$ cat config.mk
export PLATFORM = sky130hd
export DESIGN_NAME = auth_challenge_issuer
export DESIGN_NICKNAME = d
export VERILOG_FILES = /design/src/rtl/auth_pkg.sv /design/src/rtl/auth_lfsr.sv /design/src/rtl/auth_challenge_issuer.sv
export SDC_FILE = /design/constraint.sdc
export NUM_CORES = 1
export LEC_CHECK = 0
export ABC_AREA = 1
export CAP_MARGIN = 20
export CORE_MARGIN = 3
export CORE_UTILIZATION = 50
export CTS_CLUSTER_DIAMETER = 120
export DETAILED_ROUTE_END_ITERATION = 16
export PLACE_DENSITY_LB_ADDON = 0.2
export SYNTH_ARGS = -nofsm -noshare
export SYNTH_HDL_FRONTEND = slang
export SYNTH_HIERARCHICAL = 1
export SYNTH_SLANG_ARGS = --single-unit
$ cat constraint.sdc
create_clock -name clk -period 2.3 [get_ports clk]
set_input_delay 0.575 -clock clk [delete_from_list [all_inputs] [get_ports clk]]
set_output_delay 0.575 -clock clk [all_outputs]
set_load 0.005 [all_outputs]
$ cat src/rtl/auth_pkg.sv
// Shared definitions for the challenge/response authenticator:
// FSM state encoding, datapath width and the default shared secret.
package auth_pkg;

    localparam int WIDTH = 4;

    // Shared with the downstream authenticator so both ends agree on the secret
    localparam logic [WIDTH-1:0] DEFAULT_KEY = 4'b1100;

    typedef enum logic [1:0] {
        IDLE = 2'd0,
        WAIT = 2'd1,
        LOCK = 2'd2
    } state_t;

endpackage

$ cat src/rtl/auth_lfsr.sv
// 4-bit Fibonacci LFSR that supplies challenge values. It steps only when
// asked to, so the sequence position tracks accepted challenges.
module auth_lfsr
    import auth_pkg::*;
#(
    parameter logic [WIDTH-1:0] SEED = 4'b1001
) (
    input  logic             clk,
    input  logic             reset,
    input  logic             advance,
    output logic [WIDTH-1:0] value
);

    // The all-zero state would lock the LFSR up, so a zero seed is replaced
    localparam logic [WIDTH-1:0] RESET_VALUE = (SEED == '0) ? WIDTH'(1) : SEED;

    // Shift left and feed back bit3^bit2, giving a maximal 15-state sequence
    always_ff @(posedge clk or posedge reset) begin
        if (reset) begin
            value <= RESET_VALUE;
        end else if (advance) begin
            value <= {value[2:0], value[3] ^ value[2]};
        end
    end

endmodule

$ cat src/rtl/auth_challenge_issuer.sv
// Issues an LFSR challenge, waits for a response or a timeout, reports
// success or failure, and locks out after repeated consecutive failures.
module auth_challenge_issuer
    import auth_pkg::*;
#(
    parameter logic [WIDTH-1:0] KEY         = DEFAULT_KEY,
    parameter logic [WIDTH-1:0] SEED        = 4'b1001,
    parameter int               TIMEOUT     = 8,
    parameter int               MAX_FAILS   = 3,
    parameter int               LOCK_CYCLES = 16
) (
    input  logic             clk,
    input  logic             reset,
    input  logic             start,
    input  logic             resp_valid,
    input  logic [WIDTH-1:0] response,
    output logic [WIDTH-1:0] challenge,
    output logic             chal_valid,
    output logic             authenticated,
    output logic             auth_fail,
    output logic             timeout,
    output logic             locked
);

    // Counters only need to reach their terminal value, which is N-1 (or N for fails)
    localparam int TIMER_W = (TIMEOUT > 1) ? $clog2(TIMEOUT) : 1;
    localparam int LOCK_W  = (LOCK_CYCLES > 1) ? $clog2(LOCK_CYCLES) : 1;
    localparam int FAIL_W  = $clog2(MAX_FAILS + 1);

    state_t               state;
    logic [TIMER_W-1:0]   timer;
    logic [LOCK_W-1:0]    lock_cnt;
    logic [FAIL_W-1:0]    fail_cnt;
    logic [FAIL_W-1:0]    fail_inc;
    logic [WIDTH-1:0]     lfsr_value;
    logic                 lfsr_advance;
    logic                 resp_ok;
    logic                 expired;

    // The LFSR steps exactly when a start is accepted, so an ignored start leaves it alone
    assign lfsr_advance = (state == IDLE) && start;
    assign resp_ok      = resp_valid && (response == (challenge ^ KEY));
    assign expired      = (timer == TIMER_W'(TIMEOUT - 1));
    assign fail_inc     = fail_cnt + FAIL_W'(1);

    auth_lfsr #(
        .SEED (SEED)
    ) u_lfsr (
        .clk     (clk),
        .reset   (reset),
        .advance (lfsr_advance),
        .value   (lfsr_value)
    );

    // Session FSM with timer, consecutive-failure count and lockout counter; all outputs registered
    always_ff @(posedge clk or posedge reset) begin
        if (reset) begin
            state         <= IDLE;
            timer         <= '0;
            lock_cnt      <= '0;
            fail_cnt      <= '0;
            challenge     <= '0;
            chal_valid    <= 1'b0;
            authenticated <= 1'b0;
            auth_fail     <= 1'b0;
            timeout       <= 1'b0;
            locked        <= 1'b0;
        end else begin
            auth_fail <= 1'b0;
            timeout   <= 1'b0;
            case (state)
                IDLE: begin
                    if (start) begin
                        challenge     <= lfsr_value;
                        chal_valid    <= 1'b1;
                        timer         <= '0;
                        authenticated <= 1'b0;
                        state         <= WAIT;
                    end
                end
                WAIT: begin
                    timer <= timer + TIMER_W'(1);
                    // A response on the expiry cycle wins over the timeout
                    if (resp_valid || expired) begin
                        chal_valid <= 1'b0;
                        if (resp_ok) begin
                            authenticated <= 1'b1;
                            fail_cnt      <= '0;
                            state         <= IDLE;
                        end else begin
                            auth_fail <= 1'b1;
                            timeout   <= !resp_valid;
                            fail_cnt  <= fail_inc;
                            if (fail_inc == FAIL_W'(MAX_FAILS)) begin
                                locked   <= 1'b1;
                                lock_cnt <= '0;
                                state    <= LOCK;
                            end else begin
                                state <= IDLE;
                            end
                        end
                    end
                end
                LOCK: begin
                    if (lock_cnt == LOCK_W'(LOCK_CYCLES - 1)) begin
                        locked   <= 1'b0;
                        fail_cnt <= '0;
                        state    <= IDLE;
                    end else begin
                        lock_cnt <= lock_cnt + LOCK_W'(1);
                    end
                end
                default: begin
                    state <= IDLE;
                end
            endcase
        end
    end

endmodule
Yosys cells after proc, flatten, opt, wreduce, memory -nomap -nowiden
Index checks and enable logic that the tools add are counted.
{"block": "classes", "n_addsub": 3, "mul": 0, "n_div": 0, "order_cmp": 0, "eq_ne": 13, "shifts": 0, "n_mux": 34, "bitwise_logic": 2, "n_reduce_logical": 15}
{"operator": "two-way mux 4 bit", "count": 4}
{"operator": "two-way mux 1 bit", "count": 15}
{"operator": "two-way mux 2 bit", "count": 7}
{"operator": "!= test 2 bit (second input constant)", "count": 7}
{"operator": "AND reduction 5 bit", "count": 2}
{"operator": "AND reduction 3 bit", "count": 3}
{"operator": "case mux 4 bit (2 select lines)", "count": 1}
{"operator": "case mux 1 bit (2 select lines)", "count": 3}
{"operator": "case mux 2 bit (3 select lines)", "count": 1}
{"operator": "case mux 3 bit (2 select lines)", "count": 1}
{"operator": "adder 4 x 1 -> 4 bit (second input constant)", "count": 1}
{"operator": "equality test 2 bit (second input constant)", "count": 2}
{"operator": "equality test 4 bit", "count": 1}
{"operator": "equality test 4 bit (second input constant)", "count": 1}
{"operator": "case mux 2 bit (2 select lines)", "count": 1}
{"operator": "AND reduction 2 bit", "count": 2}
{"operator": "AND reduction 4 bit", "count": 1}
{"operator": "nonzero test 2 bit", "count": 2}
{"operator": "adder 3 x 1 -> 3 bit (second input constant)", "count": 1}
{"operator": "equality test 3 bit (second input constant)", "count": 1}
{"operator": "two-way mux 3 bit", "count": 1}
{"operator": "adder 2 x 1 -> 2 bit (second input constant)", "count": 1}
{"operator": "equality test 2 x 1 -> 1 bit (second input constant)", "count": 1}
{"operator": "logical AND 1 bit", "count": 2}
{"operator": "5 further kinds", "count": 5}
{"block": "totals", "ff_bits": 24, "latch_bits": 0, "ram_bits": 0, "romBits": 0, "output_inout_bits": 9, "memories": 0}

Longest topological paths before layout
Gate-level depths: netlist of the first run.
{"block": "logic_depth", "depth_word": 6, "ltp_mapped": 9, "mapped_depth_nobuf": 9}

Modules after synthesis
The synthesis of the first run kept the hierarchy.
{"mod": "auth_challenge_issuer", "instances": 1, "cells_each": 109, "area_each_um2": 968.4, "seq_area_each_um2": 500.5}
{"mod": "auth_lfsr", "instances": 1, "cells_each": 20, "area_each_um2": 166.4, "seq_area_each_um2": 102.6}

Worst setup path before layout of the first run
No wires, ideal clock.
{"block": "synth_path", "kind": "register -> register", "startpoint": "reg timer[0]", "endpoint": "reg fail_cnt[0]", "arrival_ns": 1.279, "required_time_ns": 2.224, "slack_ns": 0.945, "stages_incl_launch_ff": 8, "period_less_slack_ns": 1.355, "path_cell_list": "dfrtp_1 -> ha_1 -> ha_1 -> nor2_1 -> nand2_2 -> o211ai_2 -> nand2_1 -> o21ai_1"}
{"block": "synth_via", "elab_chain_cells": 4}
{"item": "start, declared", "line": "auth_challenge_issuer.sv:31", "text": "logic [TIMER_W-1:0] timer;"}
{"item": "start signal, assigned", "line": "auth_challenge_issuer.sv:82", "text": "timer <= timer + TIMER_W'(1);"}
{"item": "equality test 3 bit", "line": "auth_challenge_issuer.sv:43", "text": "assign expired = (timer == TIMER_W'(TIMEOUT - 1));"}
{"item": "logical OR 1 bit", "line": "auth_challenge_issuer.sv:84", "text": "if (resp_valid || expired) begin"}
{"item": "!= test 2 bit (no source line)"}
{"item": "AND reduction 3 bit (no source line)"}
{"item": "end signal, assigned", "line": "auth_challenge_issuer.sv:93", "text": "fail_cnt <= fail_inc;"}
{"item": "end, declared", "line": "auth_challenge_issuer.sv:33", "text": "logic [FAIL_W-1:0] fail_cnt;"}
No other way between the ends.
A chain may end at the register's enable or synchronous reset.

Worst setup path after layout of the first run
{"block": "layout_path", "startpoint": "reg challenge[3]", "endpoint": "out challenge[3]"}
{"item": "start, declared", "line": "auth_challenge_issuer.sv:17", "text": "output logic [WIDTH-1:0] challenge,"}
{"item": "start signal, assigned", "line": "auth_challenge_issuer.sv:74", "text": "challenge <= lfsr_value;"}
No word-level cell between the ends.

==> flow_summary.toml, run 1 <==
[setup_path]
cp.required_ns = 1.73
crit_path_start_kind = "flop"
crit_type = "reg -> out"
crit_path_max_fanout = 4
worst-endpoint-arrival_ns = 1.22
max_stage_delay_ns = 0.51
crit_path_top_delay_cell = "clkdlybuf4s50_1"
critical-path-top-delay-family = "buffers and inverters"
path_cells = "clkdlybuf4s50_1"
crit_buf_inv = 1
endpoint_kind = "primary output"

[route]
wl_met3_microns = 80
drtIter0Drc = 14
top_layer = "met4"
wl_per_cell_microns = 11.4
viasPerCell = 5.10
dr.pass1.iters = 5
drc = 0
vias = 903
wl_met1_microns = 995
wl_met2_microns = 932
routed_wl_microns = 2020
antenna_left = 0

[cts]
cts_tree = "done"
cts_num_sinks = 24
clockBufferDepth = 2
clk_latency_ns = 0.30
cts_made_buffers = 3
cts_hold_buf = 0
cts_root_buf = "clkbuf_4"
htree_levels = 1
post_cts_resized = 0
post_cts_buffers = 0
clkTransAtPathRegs_ns = 0.12

[final_layout]
fillers = 181
fin_nets = 163
fin_cells = 177
diodes = 0
syn2layout_area_growth_pct = 20.9
mostFrequentLayoutCells = "nand2_1 (39), dfrtp_1 (22), clkdlybuf4s50_1 (16)"
layout-drive-gt1-share_pct = 14.0
mostFrequentLayoutCell = "nand2_1"

[timing]
hold_viol = 0
hold_slack_ns = 0.471
min_period_over_period_pct = 78.0
fmax_ghz = 0.557
setup-tns-final_ns = 0
grt_setup_unrepaired = "no"
fin_worst_skew_ns = 0.00437
fin_crit_ns = 1.79
worstMarginPinSlew_ns = 0.360
setup_viol = 0
slew_violations = 0
slew_headroom_pct = 75.9

[yosys]
avgSynthCellArea_sq_um = 8.80
yosys_warnings = 6
syn-num-nets = 141
ys_types = 20
ys_ff_latch = 24
synth-seq-area-share_pct = 53.1
synthesis.area_sq_um = 1130
synthCells = 129

[power_and_ir_drop]
ir_drop_mv = 0.706
total_power_mw = 1.52
power_density_nw_per_um2 = 1110
cellLeakagePower_nw = 0.699

[die]
num_rows = 16
dieArea_sq_um = 2880
num_io_pins = 17
core_sq_um = 2060
initial_utilization_pct = 55.0
die_width_microns = 53.6
die_y_microns = 53.6

[placement]
portBuffers = 16
dp.cells = 173
dp_hpwl_microns = 1570
place_congestion = 0.768

[grt]
grt_pass1_vias = 814
grt_pass1_wl_microns = 3440
overflow = 0
grt_max_degree = 21
grt_use_total_pct = 16.3
antenna_found_initial = 0

[outcome]
status = "complete, no violations"

[worst_hold_path]
hold_class = "in -> async"

[flow_run]
cap_viol_max_count = 0
cells in the mapped netlist, drive strengths merged:
cell type | n | area (sq um)
nand3 | 11 | 60.1
a21oi | 2 | 10.0
a22o | 2 | 17.5
nor3 | 1 | 5.00
inv | 18 | 67.6
o211ai | 1 | 12.5
xor2 | 2 | 17.5
nor2 | 9 | 41.3
nand2 | 43 | 171
dfrtp | 22 | 551
dfstp | 2 | 52.6
nand3b | 1 | 7.51
o21ai | 10 | 50.1
nand4 | 1 | 21.3
ha | 4 | 50.1
metrics by stage:
| step | cell area, sq um | utilization, % | setup slack [ns] |
|---|---|---|---|
| after floorplan | 1130 | - | 0.945 |
| after global placement | 1340 | 64.8 | 0.502 |
| after detailed placement | 1340 | 64.8 | 0.491 |
| after CTS | 1370 | 66.6 | 0.502 |
| after global routing | 1370 | 66.6 | 0.433 |
| final | 1370 | 66.6 | 0.506 |
state kept, by name, indices dropped and copies added, names as in the netlist:
name and count:
state 2, auth_fail 1, timer 3, authenticated 1, lock_cnt 4, chal_valid 1
u_lfsr/value 4, timeout 1, challenge 4, fail_cnt 2, locked 1
metal layers:
| metal | vias to the layer above | global-route usage [%] |
|---|---|---|
| li1 | 452 | - |
| met3 | 2 | 2.77 |
| met4 | 0 | 5.11 |
| met1 | 426 | 21.4 |
| met2 | 23 | 27.6 |
| met5 | - | 0 |
where the power goes:
group	switching, mW	internal, mW	leakage [nW]
registers	0.112	0.588	0.303
logic	0.332	0.277	0.375
clock network	0.114	0.0963	0.0210
total	0.558	0.962	0.699
worst register-to-register path: stages (launching register included):
cell	delay [ns]
dfrtp_1	0.42
ha_1	0.20
ha_1	0.18
nor2_1	0.29
nand2_2	0.13
o211ai_2	0.10
nand2_1	0.06
o21ai_1	0.08
layout make-up:
cell class | instances | area [sq um] | area share (%)
clock buffers | 4 | 36.3 | 2.64
inverters | 18 | 67.6 | 4.92
multi-input cells | 87 | 464 | 33.8
flip-flops and latches | 24 | 603 | 43.9
well taps | 27 | 33.8 | 2.46
repair buffers | 17 | 168 | 12.2
final timing paths:
kind / startpoint / end / slack, ns / cells after the start
max in group asynchronous: reset / lock_cnt[3] / 1.49 / 3
worst max register to register: timer[0] / fail_cnt[0] / 0.78 / 7
worst min register to register: fail_cnt[0] / fail_cnt[0] / 0.49 / 1
min in group clk: fail_cnt[0] / fail_cnt[0] / 0.49 / 1
worst min-delay path: reset / u_lfsr/value[2] / 0.47 / 2
worst max-delay path: challenge[3] / challenge[3] / 0.51 / 1
cells by family after synthesis:
kind of cell	Yosys count	synth area share [%]
AND/OR/NAND/NOR	66	27.0
adder cells (fa/ha/maj)	4	4.41
flip-flops	24	53.1
AO/OA/AOI/OAI	15	7.94
buffers and inverters	18	5.95
XOR/XNOR	2	1.54
(Power assumes the default switching activity.)
==> inputs of run 2 (changes only) <==
==> constraint.sdc (replaced) <==
create_clock -name clk -period 1.7 [get_ports clk]
set_input_delay 0.425 -clock clk [delete_from_list [all_inputs] [get_ports clk]]
set_output_delay 0.425 -clock clk [all_outputs]
set_load 0.005 [all_outputs]
==> run 2 against run 1 <==
  * Final area did not move
  * Clock skew rose by 0.010 ns
  * Critical path type unchanged
  * Sequential share of layout area did not move
  * Worst setup slack got worse by 0.46 ns
  * Final cell count rose by 0.56%
  * Largest cell class unchanged
  * Die area did not move
  * Combinational power rose by 38%
==> flow_summary.toml, run 2 (synthesis results as in run 1) <==
[die]
core_sq_um = 2060
die_width_microns = 53.6
num_rows = 16
initial_utilization_pct = 55.0
num_io_pins = 17
dieArea_sq_um = 2880
die_y_microns = 53.6

[worst_hold_path]
hold_class = "in -> async"

[final_layout]
layout-drive-gt1-share_pct = 13.9
mostFrequentLayoutCells = "nand2_1 (39), dfrtp_1 (22), clkdlybuf4s50_1 (15)"
mostFrequentLayoutCell = "nand2_1"
fin_nets = 164
fin_cells = 178
syn2layout_area_growth_pct = 20.9
diodes = 0
reg.largest.list = "challenge x4, lock_cnt x4, u_lfsr/value x4"
postLayoutCoreUtil_pct = 66.6

[timing]
hold_slack_ns = 0.324
fmax_ghz = 0.604
hold_viol = 0
min_period_over_period_pct = 97.3
fin_crit_ns = 1.65
setup_viol = 0
setup-tns-final_ns = 0
grt_setup_unrepaired = "no"
fin_worst_skew_ns = 0.0148
worstMarginPinSlew_ns = 0.352
slew_violations = 0
slew_headroom_pct = 76.4

[power_and_ir_drop]
p_clk_share_pct = 12.3
swShare_pct = 37.6
p_int_mw = 1.27
ir_drop_mv = 0.946
cellLeakagePower_nw = 0.713
p_sw_mw = 0.768
comb_power_share_pct = 41.2
seqPwrFrac_pct = 46.5
power_density_nw_per_um2 = 1490

[route]
vias = 881
drc = 0
antenna_left = 0
drtIter0Drc = 13
dr.pass1.iters = 4
viasPerCell = 4.95
wl_per_cell_microns = 12.0
routed_wl_microns = 2140

[grt]
grt_pass1_vias = 945
grt_pass1_wl_microns = 3870
overflow = 0
grt_max_degree = 21
antenna_found_initial = 0
grt_use_total_pct = 18.8

[setup_path]
crit_buf_inv = 1
cp.required_ns = 1.27
path_cells = "clkdlybuf4s50_1"
worst-endpoint-arrival_ns = 1.23
max_stage_delay_ns = 0.52
r2r_cells = 7
endpoint_kind = "primary output"
crit_path_start_kind = "flop"
crit_path_top_delay_cell = "clkdlybuf4s50_1"
cp.depth = 1
crit_type = "reg -> out"
critical-path-top-delay-family = "buffers and inverters"
crit_path_max_fanout = 4

[cts]
post_cts_resized = 0
clockBufferDepth = 2
cts_root_buf = "clkbuf_4"
htree_levels = 1
post_cts_buffers = 0
cts_made_buffers = 3
cts_num_sinks = 24
cts_tree = "done"
clk_latency_ns = 0.31
cts_hold_buf = 0
clkTransAtPathRegs_ns = 0.11

[placement]
dp.cells = 174
dp_hpwl_microns = 1640
place_congestion = 0.792
portBuffers = 16

[flow_run]
cap_viol_max_count = 0

[outcome]
status = "complete, no violations"
-- run 2: cell count changes in the layout (fill, tap and decap cells not counted), sizes merged --
cell / previous run / this run
buf: 1 / 2
clkdlybuf4s50: 16 / 15
dlymetal6s2s: 0 / 1
-- run 2: final timing paths --
check                                   from               to  slack (ns)
max in group asynchronous              reset     challenge[3]        1.03
worst min-delay path                   reset  u_lfsr/value[1]        0.32
min in group clk                    timer[0]         timer[0]        0.50
worst max register to register      timer[0]      fail_cnt[0]        0.17
worst min register to register      timer[0]         timer[0]        0.50
worst max-delay path            challenge[3]     challenge[3]        0.05
-- run 2: area by class of cell --
class	instances	area [sq um]
inverter	18	67.6
multi-input combinational	87	464
tap	27	33.8
fill	155	689
sequential	24	603
timing repair buffer	18	178
clock buffer	4	26.3
-- run 2: power by group through the flow --
| stage | sequential, mW | clock [mW] | combinational, mW |
|---|---|---|---|
| floorplan | 0.940 | 0 | 0.541 |
| global placement | 0.951 | 0 | 0.808 |
| detailed placement | 0.963 | 0 | 0.850 |
| CTS | 0.951 | 0.257 | 0.857 |
| global route | 0.987 | 0.281 | 0.972 |
| finish | 0.949 | 0.251 | 0.840 |
-- run 2: layer usage --
metal	routed length (microns)	up-vias	global-route usage, %
met2	988	15	32.7
met3	80	2	3.32
met5	0	-	0
met4	23	0	8.51
met1	1040	408	22.7
li1	-	456	-
-- run 2: through the flow --
step	power (mW)	area, sq um	worst slack, ns
after floorplan	1.48	1130	0.345
after global placement	1.76	1340	0.0343
after detailed placement	1.81	1340	-0.0208
after CTS	2.06	1370	0.0361
after global routing	2.24	1370	0.00738
final	2.04	1370	0.0452
==> inputs of run 3 (changes only) <==
--- a/config.mk
+++ b/config.mk
@@ -8,9 +8,10 @@
 export ABC_AREA = 1
 export CAP_MARGIN = 20
 export CORE_MARGIN = 3
-export CORE_UTILIZATION = 50
+export CORE_UTILIZATION = 48
 export CTS_CLUSTER_DIAMETER = 120
 export DETAILED_ROUTE_END_ITERATION = 16
+export GPL_ROUTABILITY_DRIVEN = 0
 export PLACE_DENSITY_LB_ADDON = 0.2
 export SYNTH_ARGS = -nofsm -noshare
 export SYNTH_HDL_FRONTEND = slang
==> run 3 against run 2 <==
  * Worst setup slack improved by 0.0097 ns
  * Die area increased by 3.7%
  * First-iteration DRC count increased by 69%
  * Combinational power increased by 2%
  * Hold slack got worse by 0.032 ns
  * Total power increased by 2.9%
  * Final cell count increased by 1.7%
  * Critical path depth unchanged
  * Largest cell class unchanged
==> flow_summary.toml, run 3 (synthesis results as in run 1) <==
[setup_path]
crit_type = "reg -> out"
crit_path_max_fanout = 3
max_stage_delay_ns = 0.51
cp.required_ns = 1.27
endpoint_kind = "primary output"
crit_path_start_kind = "flop"
worst-endpoint-arrival_ns = 1.22
critical-path-top-delay-family = "buffers and inverters"
crit_buf_inv = 1
crit_path_top_delay_cell = "clkdlybuf4s50_1"
path_cells = "clkdlybuf4s50_1"

[grt]
grt_max_degree = 21
grt_use_total_pct = 16.8
grt_pass1_wl_microns = 3550
overflow = 0
grt_pass1_vias = 837
antenna_found_initial = 0

[timing]
slew_violations = 0
fin_worst_skew_ns = 0.00459
slew_headroom_pct = 78.1
setup_ws_ns = 0.0549
setup_viol = 0
min_period_over_period_pct = 96.8
fmax_ghz = 0.608
hold_viol = 0
hold_slack_ns = 0.293
worstMarginPinSlew_ns = 0.328
fin_crit_ns = 1.65
setup-tns-final_ns = 0

[route]
vias = 883
wl_per_cell_microns = 11.6
routed_wl_microns = 2090
antenna_left = 0
drc = 0
drtIter0Drc = 22
viasPerCell = 4.88
dr.pass1.iters = 4

[die]
initial_utilization_pct = 54.0
die_width_microns = 54.6
num_rows = 16
core_sq_um = 2100
num_io_pins = 17
dieArea_sq_um = 2980
die_y_microns = 54.6

[final_layout]
fin_nets = 167
mostFrequentLayoutCells = "nand2_1 (39), dfrtp_1 (22), clkdlybuf4s50_1 (15)"
layout-drive-gt1-share_pct = 16.2
syn2layout_area_growth_pct = 23.8
mostFrequentLayoutCell = "nand2_1"
reg.largest.list = "challenge x4, lock_cnt x4, u_lfsr/value x4"
diodes = 0

[power_and_ir_drop]
ir_drop_mv = 0.991
cellLeakagePower_nw = 0.735
power_density_nw_per_um2 = 1490

[placement]
portBuffers = 16
place_ws_ns = 0.0299
dp_hpwl_microns = 1570

[worst_hold_path]
hold_class = "in -> async"

[cts]
cts_num_sinks = 24
cts_root_buf = "clkbuf_4"
clockBufferDepth = 2
clk_latency_ns = 0.31
cts_tree = "done"
htree_levels = 1
cts_hold_buf = 0
clkTransAtPathRegs_ns = 0.13
cts_made_buffers = 3

[outcome]
status = "complete, no violations"

[flow_run]
cap_viol_max_count = 0
## run 3: cell types whose count changed in the layout (fill, tap and decap cells not counted), sizes merged
cell  before  now
buf        2    5
## run 3: repair_timing
| item | 4_1_cts | 5_1_grt |
|---|---|---|
| endpoints found under the setup margin | 0 | 3 |
| resized for setup | 0 | 1 |
| setup buffers | 0 | 3 |
## run 3: layout make-up
| class | count | area (sq um) |
|---|---|---|
| multi-input cells | 87 | 464 |
| inverters | 18 | 67.6 |
| flip-flops and latches | 24 | 603 |
| repair buffers | 21 | 200 |
| well taps | 27 | 33.8 |
| clock buffers | 4 | 36.3 |
| fillers | 164 | 697 |
## run 3: final timing paths
kind | from | to | slack (ns) | cells after the start
max | challenge[1] | challenge[1] | 0.05 | 1
min | reset | u_lfsr/value[1] | 0.29 | 2
max reg2reg | timer[0] | fail_cnt[0] | 0.21 | 7
min reg2reg | u_lfsr/value[0] | u_lfsr/value[0] | 0.49 | 2
max in group asynchronous | reset | timer[0] | 1.05 | 3
min in group clk | u_lfsr/value[0] | u_lfsr/value[0] | 0.49 | 2
## run 3: report_power, final
group	total (mW)	switching, mW	internal, mW
clock network	0.298	0.168	0.131
logic	0.857	0.458	0.399
registers	0.945	0.149	0.796
## run 3: stage by stage
stage / cells / power [mW] / cell area [sq um] / util, %
after floorplan: 129 / 1.48 / 1130 / -
after global placement: 174 / 1.75 / 1340 / 63.9
after detailed placement: 174 / 1.79 / 1340 / 63.9
after CTS: 178 / 2.09 / 1380 / 65.7
after global routing: 181 / 2.29 / 1410 / 66.8
final: 181 / 2.10 / 1410 / 66.8
## run 3: layer usage
layer  part of all wire [%]  track usage [%]  wire, microns
met5                      0                0              0
met4                    1.7             7.47             35
met3                    5.5             2.72            114
met2                     45             27.2            937
met1                     48             22.1           1000
